[config.mk]
export PLATFORM = sky130hd
export DESIGN_NAME = ptw_req_scheduler
export DESIGN_NICKNAME = d
export VERILOG_FILES = /design/src/rtl/ptw_req_scheduler.sv
export SDC_FILE = /design/constraint.sdc
export NUM_CORES = 1
export LEC_CHECK = 0
export BUFFER_PORTS_ARGS = -buffer_cell sky130_fd_sc_hd__buf_2
export CAP_MARGIN = 20
export CELL_PAD_IN_SITES_DETAIL_PLACEMENT = 1
export CELL_PAD_IN_SITES_GLOBAL_PLACEMENT = 2
export CORE_MARGIN = 2
export CORE_UTILIZATION = 17
export DETAILED_ROUTE_END_ITERATION = 12
export GPL_ROUTABILITY_DRIVEN = 0
export HOLD_SLACK_MARGIN = 0.02
export MAX_ROUTING_LAYER = met4
export PLACE_DENSITY_LB_ADDON = 0.1
export RECOVER_POWER = 50
export SYNTH_ARGS = -nofsm -noshare
export SYNTH_HDL_FRONTEND = slang
export SYNTH_SLANG_ARGS = --single-unit
[constraint.sdc]
create_clock -name clock -period 1.6 [get_ports clock]
set_input_delay 0.32 -clock clock [delete_from_list [all_inputs] [get_ports clock]]
set_output_delay 0.32 -clock clock [all_outputs]
set_load 0.05 [all_outputs]
[src/rtl/ptw_req_scheduler.sv]
`default_nettype none
// ============================================================================
// Module      : ptw_req_scheduler
// Description : Round-robin scheduler sharing one downstream page-walk
//               request port among N requesters, with at most one
//               transaction in flight. The granted request is captured,
//               presented downstream with a valid/ready handshake, and its
//               single response is routed back to the owner by stored index.
//               A kill squashes the in-flight response; the downstream
//               transaction itself always completes.
// Ports       : clock, reset (async, active-low)
//               io_in_valid/io_in_addr/io_in_ready  - per-requester request
//               io_out_valid/io_out_ready/io_out_addr/io_out_id - downstream
//               io_resp_valid/io_resp_data          - downstream response
//               io_resp_out_valid/io_resp_out_data  - routed response
//               io_kill, io_busy                    - squash / status
// Revision    : 1.0 - initial release
// ============================================================================
module ptw_req_scheduler #(
    parameter int N      = 2,
    parameter int ADDR_W = 27,
    parameter int DATA_W = 64,
    parameter int ID_W   = (N > 1) ? $clog2(N) : 1
) (
    input  logic                  clock,
    input  logic                  reset,
    input  logic [N-1:0]          io_in_valid,
    input  logic [N*ADDR_W-1:0]   io_in_addr,
    output logic [N-1:0]          io_in_ready,
    output logic                  io_out_valid,
    input  logic                  io_out_ready,
    output logic [ADDR_W-1:0]     io_out_addr,
    output logic [ID_W-1:0]       io_out_id,
    input  logic                  io_resp_valid,
    input  logic [DATA_W-1:0]     io_resp_data,
    output logic [N-1:0]          io_resp_out_valid,
    output logic [DATA_W-1:0]     io_resp_out_data,
    input  logic                  io_kill,
    output logic                  io_busy
);

    typedef enum logic [1:0] {
        ST_IDLE  = 2'd0,
        ST_ISSUE = 2'd1,
        ST_WAIT  = 2'd2
    } state_t;

    localparam logic [ID_W-1:0] c_LAST_IDX = ID_W'(N - 1);

    state_t            r_state;
    state_t            w_state_nxt;
    logic [ID_W-1:0]   r_ptr;
    logic [ID_W-1:0]   r_id;
    logic [ADDR_W-1:0] r_addr;
    logic              r_squash;

    logic [ID_W:0]     w_scan;
    logic [ID_W-1:0]   w_winner;
    logic [ID_W-1:0]   w_ptr_nxt;
    logic              w_found;
    logic              w_accept;
    logic [ADDR_W-1:0] w_sel_addr;

    // Rotating priority scan: start at r_ptr, wrap modulo N. The extra bit
    // in w_scan keeps ptr+k from overflowing before the explicit wrap.
    always_comb begin
        w_found  = 1'b0;
        w_winner = '0;
        w_scan   = '0;
        for (int k = 0; k < N; k++) begin
            w_scan = {1'b0, r_ptr} + (ID_W+1)'(k);
            if (w_scan >= (ID_W+1)'(N)) begin
                w_scan = w_scan - (ID_W+1)'(N);
            end
            if (!w_found && io_in_valid[w_scan[ID_W-1:0]]) begin
                w_found  = 1'b1;
                w_winner = w_scan[ID_W-1:0];
            end
        end
    end

    assign w_accept    = (r_state == ST_IDLE) && w_found;
    assign io_in_ready = w_accept ? (N'(1) << w_winner) : '0;
    assign w_sel_addr  = io_in_addr[w_winner*ADDR_W +: ADDR_W];

    // Explicit wrap keeps the pointer inside 0..N-1 for non-power-of-2 N.
    assign w_ptr_nxt = (w_winner == c_LAST_IDX) ? '0 : (w_winner + 1'b1);

    always_comb begin
        w_state_nxt       = r_state;
        io_out_valid      = 1'b0;
        io_resp_out_valid = '0;
        case (r_state)
            ST_IDLE: begin
                if (w_accept) begin
                    w_state_nxt = ST_ISSUE;
                end
            end
            ST_ISSUE: begin
                io_out_valid = 1'b1;
                if (io_out_ready) begin
                    w_state_nxt = ST_WAIT;
                end
            end
            ST_WAIT: begin
                if (io_resp_valid) begin
                    // A kill in the response cycle itself also swallows it.
                    if (!r_squash && !io_kill) begin
                        io_resp_out_valid = N'(1) << r_id;
                    end
                    w_state_nxt = ST_IDLE;
                end
            end
            default: begin
                w_state_nxt = ST_IDLE;
            end
        endcase
    end

    always_ff @(posedge clock or negedge reset) begin
        if (!reset) begin
            r_state  <= ST_IDLE;
            r_ptr    <= '0;
            r_id     <= '0;
            r_addr   <= '0;
            r_squash <= 1'b0;
        end else begin
            r_state <= w_state_nxt;
            if (w_accept) begin
                r_addr   <= w_sel_addr;
                r_id     <= w_winner;
                r_ptr    <= w_ptr_nxt;
                // Accept only happens in IDLE, where kill is meaningless, so
                // a coincident kill never squashes the new transaction.
                r_squash <= 1'b0;
            end else if (io_kill && (r_state != ST_IDLE)) begin
                r_squash <= 1'b1;
            end
        end
    end

    assign io_out_addr      = r_addr;
    assign io_out_id        = r_id;
    assign io_resp_out_data = io_resp_data;
    assign io_busy          = (r_state != ST_IDLE);

endmodule
`default_nettype wire

==> results of run 1 <==
-- synth_stat cells --
library cell and n:
a21o_1 1, a21oi_1 1, a221o_1 27, and3_4 2, buf_2 7, buf_4 64
buf_6 4, clkbuf_1 1, dfrtp_1 32, inv_1 2, inv_2 1, nand2_1 2
nand2b_1 3, nor2_1 3, nor2_2 1, nor2b_1 1, nor4_1 2, o21a_1 27
o21ai_0 2, o21bai_1 1, or2b_1 1
-- layout make-up --
class	instances	area, um2	area share (%)
Tap cell	143	179	7.61
Clock buffer	7	133	5.64
Clock inverter	1	5.00	0.213
Inverter	3	11.3	0.479
Timing Repair Buffer	104	591	25.1
Multi-Input combinational cell	74	632	26.9
Sequential cell	32	802	34.1
-- cell families (layout without fill, tap and decap cells) --
kind of cell           Yosys count  in the layout  synth area share [%]
DFF                             32             32                  40.6
buffers and inverters           79            115                  29.2
AOI/OAI and AO/OA               59             59                  25.5
and+or+nand+nor                 15             15                  4.70
-- per-stage QoR --
step / instances / area [um2]
global route: 364 / 2350
finish: 364 / 2350
CTS: 364 / 2350
floorplan: 185 / 2010
detailed placement: 355 / 2190
global placement: 355 / 2190
-- what timing repair did --
action / in CTS / in global routing
hold buffers: 1 / 0
pin swaps: 2 / 0
endpoints found under the hold margin: 14 / 0
endpoints found under the setup margin: 4 / 5
resized for setup: 6 / 0
buffers inserted: 0 / 0
-- final timing paths --
check                           cells after the start      startpoint               to  slack, ns
worst max-delay path                                3      r_state[0]   io_in_ready[0]      -0.05
worst min-delay path                                2  io_in_addr[49]  io_out_addr[22]       0.27
worst max register to register                      5      r_state[0]  io_out_addr[14]       0.11
worst min register to register                      2           r_ptr            r_ptr       0.54
max in group asynchronous                           3           reset            r_ptr       0.58
min in group asynchronous                           2           reset        io_out_id       0.53
-- layout by cell type, fill, tap and decap left out --
cell	n
a21o_1	1
a21oi_1	1
a221o_1	27
and3_4	2
buf_12	2
buf_2	89
buf_4	9
buf_6	2
clkbuf_1	2
clkbuf_16	5
clkbuf_2	1
clkinv_2	1
dfrtp_1	31
dfrtp_2	1
dlygate4sd3_1	1
inv_1	2
inv_2	1
nand2_1	2
nand2b_1	3
nor2_1	2
nor2_2	2
nor2b_1	1
nor4_4	2
o21a_1	27
o21ai_0	2
o21bai_1	1
or2b_4	1
-- registers in the layout (all words and copies together) (netlist names) --
name         cells
io_out_addr     27
r_state          2
io_out_id        1
r_ptr            1
r_squash         1
-- power groups by stage --
stage                     logic [uW]  clock network, uW  registers (uW)
after floorplan                 1760                  0            2630
after global placement          3430                  0            1470
after detailed placement        3410                  0            1460
after CTS                       3420                974            1460
after global routing            3590               1010            1530
final                           3370                924            1460
-- metal layers --
| layer | vias up | part of all wire [%] | track usage (%) |
|---|---|---|---|
| met5 | - | 0 | - |
| met4 | 0 | 3.9 | 6.09 |
| met3 | 32 | 8.5 | 3.59 |
| met2 | 97 | 46 | 17.4 |
| met1 | 726 | 42 | 12.2 |
| li1 | 670 | - | - |
==> results.ini, run 1 <==
[run_status]
outcome=complete, but fails checks
violations=negative setup slack

[routing]
via_count=1525
wl_per_cell_um=18.3
dr.pass1.iters=4
drtIter0Drc=27
wl_um=6670
drcViolationCount=0
postRouteAntennaNets=0
vias_per_cell=4.19

[power]
ir_worst_vdd_mv=0.685
clkPwrFrac_pct=16.1
p_leak_uw=0.00113
p_int_uw=2870
power_switching_uw=2880
seqPwrFrac_pct=25.4
p_total_uw=5750
sw_frac_of_total_pct=50.1
power.density_mw_per_mm2=2440
p_comb_share_pct=58.6

[timing]
worstMarginPinSlew_ns=0.483
max_slew_margin_pct=67.8
rsz0062_at_grt=yes
final-max-slew-violation-count=0
final.setup.tns_ns=-0.133
timing.final.ws_setup_ns=-0.0455
hold_viol=0
finClkSkew_ns=0.00645
finalSetupViolCount=4
fmax_mhz=608
fin_crit_sh_pct=103
fin_hold_ws_ns=0.272
fin_crit_ns=1.65

[layout]
syn2layout_area_growth_pct=19.3
antenna_cells=0
nets=345
drive_gt1_share_pct=53.4
fin_util_pct=20.7
n_fill_cell=1323

[synthesis]
netlist.area_leader.share_pct=40.6
avgSynthCellArea_um2=10.7
synth-seq-cells=32
syn_area_mm2=0.00197
yosysWarnings=0
yosys-top-cells-area=dfrtp_1, buf_4, a221o_1
synth_cells=185
yosys.cell_types.count=21
yosysSeqAreaShare_pct=40.6
yosysTopAreaCell=dfrtp_1
syn-num-nets=310

[worst_setup_path]
crit_arrival_ns=1.33
path_max_fanout=3
crit_family=simple AND/OR/NAND/NOR gates
end_kind=output pin
start_kind=register
critPathBufInv=1
crit_type=reg -> out
slowest_stage=dfrtp_1
crit_required_ns=1.28
path_cells=nor2_2, and3_4, buf_4
critPathMaxStageDelay_ns=0.40

[place]
portBuffers=94
dp_hpwl_um=4990
pre_cts_slack_ns=0.0682

[die]
fp.dieH_um=112
row_count=39
dieArea_mm2=0.0125
coreArea_mm2=0.0114
io_pins=223
die_w_um=112
start_util_pct=17.3

[clock_network]
cts_max_level=2
cts_root_buf=clkbuf_16
cts_tree=done
cts_buffer_depth=2
insertion_delay_ns=0.27
cts.clk_slew.worst_paths_ns=0.06
cts_sinks=32
cts_buffers=5

[min_path]
hold_path_class=in -> reg

[global_route]
grt.overflow.total=0
grt_usage_pct=11.0
grt_antenna_before_repair=0
grt_pass1_wl_um=10200
grt_pass1_vias=1881
grt_max_degree=20

[job]
max_cap_viol_count=0

(Power assumes the default switching activity.)
==> run 2, diff against run 1 <==
==> constraint.sdc (replaced) <==
create_clock -name clock -period 1.6 [get_ports clock]
set_input_delay 0.32 -clock clock [delete_from_list [all_inputs] [get_ports clock]]
set_output_delay 0.32 -clock clock [all_outputs]
set_load 0.1 [all_outputs]
==> results.ini, run 2 (synthesis results as in run 1) <==
[worst_setup_path]
start_kind=register
crit_arrival_ns=1.35
critPathMaxStageDelay_ns=0.39
critPathBufInv=1
crit_required_ns=1.28
path_max_fanout=3
crit_type=reg -> out
slowest_stage=dfrtp_1
crit_family=simple AND/OR/NAND/NOR gates
end_kind=output pin
path_cells=or2b_4, nor4_4, buf_12

[clock_network]
cts_sinks=32
cts_buffers=5
cts.clk_slew.worst_paths_ns=0.05
post_cts_resized=0
insertion_delay_ns=0.27
cts_root_buf=clkbuf_16
cts_tree=done
cts_max_level=2
cts_buffer_depth=2

[timing]
max_slew_margin_pct=40.4
final.setup.tns_ns=-0.145
final-max-slew-violation-count=0
finalSetupViolCount=2
fin_crit_sh_pct=105
fin_hold_ws_ns=0.274
fin_crit_ns=1.67
rsz0062_at_grt=yes
hold_viol=0
timing.final.ws_setup_ns=-0.0744
worstMarginPinSlew_ns=0.894
fmax_mhz=597
finClkSkew_ns=0.00330

[global_route]
met1_usage_pct=11.7
grt_util_met2_pct=17.9
grt_antenna_before_repair=0
grt_pass1_wl_um=10000
grt_busiest_layer=met2
grt_pass1_vias=1755
grt_max_degree=33
grt.overflow.total=0
grt_usage_pct=10.8
use_met3_pct=2.83

[job]
max_cap_viol_count=0

[layout]
largest_register_ffs=27
antenna_cells=0
final_cells=368
drive_gt1_share_pct=54.7
nets=349
mostFrequentLayoutCells=buf_2, dfrtp_1, o21a_1, a221o_1, buf_4
final_common_cell=buf_2
syn2layout_area_growth_pct=25.1

[routing]
dr.pass1.iters=4
drcViolationCount=0
drtIter0Drc=41
wl_per_cell_um=17.8
postRouteAntennaNets=0
vias_per_cell=4.09
wl_um=6570
via_count=1506

[run_status]
violations=negative setup slack
outcome=complete, but fails checks

[die]
io_pins=223
coreArea_mm2=0.0114
dieArea_mm2=0.0125
die_w_um=112
fp.dieH_um=112
start_util_pct=17.3
row_count=39

[place]
dp_cells=357
portBuffers=94
dp_hpwl_um=4880
pre_cts_slack_ns=0.0909

[min_path]
hold_path_class=in -> reg

[power]
p_total_uw=7520
ir_worst_vdd_mv=1.11
power.density_mw_per_mm2=3050
p_leak_uw=0.00118

==> run 2: cell types whose count changed in the layout (fill, tap and decap cells not counted) <==
cell,delta
buf_12,+6
clkbuf_8,+1
buf_2,-1
buf_4,+1
nor2b_1,-1
dfrtp_2,-1
clkinv_2,-1
buf_6,-2
nor2b_2,+1
dfrtp_4,+1
==> run 2: layout make-up <==
| type | count | area, um2 |
|---|---|---|
| clock buffers | 8 | 146 |
| fillers | 1317 | 8900 |
| inverters | 3 | 11.3 |
| multi-input cells | 74 | 634 |
| flip-flops and latches | 32 | 805 |
| well taps | 143 | 179 |
| repair buffers | 108 | 691 |
==> run 2: path summary, 6_finish.rpt <==
kind                       slack (ns)                   end            from  cells after the start
max                             -0.07  io_resp_out_valid[1]      r_state[0]                      3
min                              0.27       io_out_addr[26]  io_in_addr[26]                      2
max reg2reg                      0.13       io_out_addr[12]      r_state[0]                      5
min reg2reg                      0.54                 r_ptr           r_ptr                      2
max in group asynchronous        0.17             io_out_id           reset                      3
min in group asynchronous        0.79       io_out_addr[26]           reset                      3
==> run 2: repair_timing <==
| action | CTS | global route |
|---|---|---|
| buffers inserted | 2 | 0 |
| endpoints found under the hold margin | 16 | 0 |
| pin swaps | 3 | 0 |
| hold buffers | 1 | 0 |
| endpoints found under the setup margin | 5 | 5 |
==> run 2: worst reg2reg max path: cells and delay by family (launching register included) <==
family          cells  cell delay, ns
flops               1            0.37
buf+inv             2            0.36
simple gates        2            0.27
compound gates      1            0.35
==> run 2: layer usage <==
layer  part of all wire [%]  wire, um
met3                    6.3       415
met4                    4.8       316
met2                     51      3340
met1                     38      2490
met5                      0         0
==> run 2: per-stage QoR <==
stage	instance area (um2)	util, %
detailed placement	2310	20.3
floorplan	2010	-
global route	2470	21.7
CTS	2480	21.8
finish	2470	21.7
global placement	2310	20.3
==> run 2: power breakdown <==
part           total, uW  internal, uW  leakage (uW)  switching, uW
combinational       5110          1270      0.000710           3830
clock                963           620     0.0000712            343
sequential          1450          1220      0.000394            237
total               7520          3110       0.00118           4410
==> run 3, diff against run 2 <==
--- a/config.mk
+++ b/config.mk
@@ -5,12 +5,13 @@
 export SDC_FILE = /design/constraint.sdc
 export NUM_CORES = 1
 export LEC_CHECK = 0
+export ABC_AREA = 1
 export BUFFER_PORTS_ARGS = -buffer_cell sky130_fd_sc_hd__buf_2
 export CAP_MARGIN = 20
 export CELL_PAD_IN_SITES_DETAIL_PLACEMENT = 1
 export CELL_PAD_IN_SITES_GLOBAL_PLACEMENT = 2
 export CORE_MARGIN = 2
-export CORE_UTILIZATION = 17
+export CORE_UTILIZATION = 16
 export DETAILED_ROUTE_END_ITERATION = 12
 export GPL_ROUTABILITY_DRIVEN = 0
 export HOLD_SLACK_MARGIN = 0.02
==> results.ini, run 3 <==
[run_status]
outcome=complete, but fails checks
violations=negative setup slack

[worst_setup_path]
crit_required_ns=1.28
critPathMaxStageDelay_ns=0.38
path_cells=nor2_2, nand2_2, nor3b_4, buf_12
crit_family=simple AND/OR/NAND/NOR gates
end_kind=output pin
crit_type=reg -> out
path_max_fanout=2
critPathBufInv=1
crit_arrival_ns=1.29
start_kind=register
slowest_stage=dfrtp_1

[global_route]
grt_antenna_before_repair=0
grt_usage_pct=10.8
grt_pass1_wl_um=11600
grt_max_degree=28
grt_pass1_vias=2114
grt.overflow.total=0

[timing]
rsz0062_at_grt=yes
fmax_mhz=622
max_slew_margin_pct=39.0
hold_viol=0
final-max-slew-violation-count=0
finClkSkew_ns=0.00392
finalSetupViolCount=2
timing.final.ws_setup_ns=-0.00898
fin_crit_ns=1.61
fin_hold_ws_ns=0.253
worstMarginPinSlew_ns=0.914
fin_crit_sh_pct=101

[clock_network]
cts_tree=done
insertion_delay_ns=0.27
cts_buffer_depth=2
cts_root_buf=clkbuf_16
cts_buffers=5
cts_max_level=2
cts_sinks=32
cts.clk_slew.worst_paths_ns=0.05

[routing]
vias_per_cell=3.97
wl_per_cell_um=15.6
postRouteAntennaNets=0
drcViolationCount=0
wl_um=7180
via_count=1829
drtIter0Drc=64
dr.pass1.iters=4

[synthesis]
syn-num-nets=373
syn_area_mm2=0.00208
yosysSeqAreaShare_pct=38.5
ys_top_cells_by_count=buf_4, nand3_1, nand2_1
netlist.area_leader.share_pct=38.5
synth-seq-cells=32
synth_cells=248
synthFlopType=dfrtp_1
yosys.cell_types.count=19
async_flop_share_pct=100
yosysTopAreaCell=dfrtp_1
yosysWarnings=0
yosys-top-cells-area=dfrtp_1, buf_4, nand3_1
synth.most_common_cell=buf_4
avgSynthCellArea_um2=8.38
synth_edf_count=0

[power]
p_leak_uw=0.00128
seqPwrFrac_pct=18.5
clkPwrFrac_pct=12.1
p_int_uw=3010
sw_frac_of_total_pct=61.9
ir_worst_vdd_mv=0.691
power.density_mw_per_mm2=2980
power_switching_uw=4890
p_comb_share_pct=69.4

[layout]
nets=413
mostFrequentLayoutCells=buf_2, nand3_1, dfrtp_1, nand2_1, nand4_1
seq_area_um2=805
drive_gt1_share_pct=47.1
antenna_cells=0
final_area_mm2=0.00265
final_common_cell=buf_2
fin_util_pct=20.9
syn2layout_area_growth_pct=27.5
n_fill_cell=1538
multi_input_area_um2=741
largest_register_ffs=27

[die]
coreArea_mm2=0.0127
dieArea_mm2=0.0139
fp.dieH_um=118
start_util_pct=16.4
die_w_um=118
row_count=41
io_pins=223

[place]
dpl_cell_area_mm2=0.00245
portBuffers=94
dp_hpwl_um=5340

[min_path]
hold_path_class=in -> reg

[job]
max_cap_viol_count=0

-- run 3: cell count changes in the layout (fill, tap and decap cells not counted), moves of 2 or more --
| cell | delta |
|---|---|
| buf_4 | +6 |
| a221o_1 | -27 |
| nand2_4 | +2 |
| o21a_1 | -27 |
| nand2_2 | +3 |
| nand3_1 | +54 |
| nor2_4 | +3 |
| nand4_1 | +27 |
| and3_4 | -2 |
| nor4_4 | -2 |
| inv_2 | +2 |
| nand2_1 | +28 |
| nand2b_1 | -3 |
-- run 3: final timing paths --
| kind | from | end | slack (ns) | cells after the start |
|---|---|---|---|---|
| worst max-delay path | r_squash | io_resp_out_valid[1] | -0.009 | 4 |
| worst min-delay path | io_out_ready | r_state[0] | 0.25 | 2 |
| worst max register to register | r_state[0] | io_out_addr[21] | 0.30 | 7 |
| worst min register to register | io_out_addr[6] | io_out_addr[6] | 0.49 | 2 |
| max in group asynchronous | reset | io_out_id | 0.19 | 3 |
| min in group asynchronous | reset | io_out_addr[23] | 0.69 | 2 |
-- run 3: through the flow --
stage | setup TNS [ns] | setup WS [ns] | power (uW) | instances
floorplan | -0.457 | -0.247 | 6430 | 248
global placement | 0 | 0.150 | 6950 | 446
detailed placement | 0 | 0.155 | 6920 | 446
CTS | -0.0927 | -0.0474 | 8050 | 461
global route | -0.592 | -0.0860 | 8370 | 461
finish | -0.0132 | -0.00898 | 7910 | 461
-- run 3: layout make-up --
| type | instances | area share (%) |
|---|---|---|
| sequential | 32 | 30.4 |
| multi-input combinational | 131 | 28.0 |
| timing repair buffer | 113 | 27.2 |
| tap | 172 | 8.12 |
| clock buffer | 8 | 5.52 |
| inverter | 5 | 0.850 |
-- run 3: worst reg2reg max path: cells and delay by family (launching register included) --
kind,cells,cell delay (ns)
simple gates,4,0.39
buf+inv,3,0.46
flops,1,0.38
-- run 3: routing by layer --
layer  up-vias  part of all wire, %  global-route usage, %
met3         7                  7.1                   2.91
met5         -                    0                      -
met2        71                   49                   18.8
met1       891                   42                   12.4
li1        860                    -                      -
met4         0                  1.1                   2.94
-- run 3: repair_timing --
action	in CTS	in global routing
buffers inserted	6	0
hold buffers	1	0
endpoints found under the setup margin	3	4
endpoints found under the hold margin	14	0
pin swaps	6	5
resized for setup	2	2
-- run 3: cells by family (layout without fill, tap and decap cells) --
family / count (synthesis) / in the layout / share of synthesized area (%)
AND/OR/NAND/NOR: 125 / 125 / 30.2
buffers and inverters: 85 / 126 / 29.5
flip-flops: 32 / 32 / 38.5
AO/OA/AOI/OAI: 6 / 6 / 1.81
-- run 3: power by group through the flow --
stage / logic (uW) / clock network [uW] / registers [uW]
global placement: 5440 / 0 / 1500
detailed placement: 5420 / 0 / 1490
floorplan: 2430 / 0 / 3990
global route: 5810 / 1030 / 1530
CTS: 5570 / 1010 / 1470
finish: 5490 / 958 / 1460
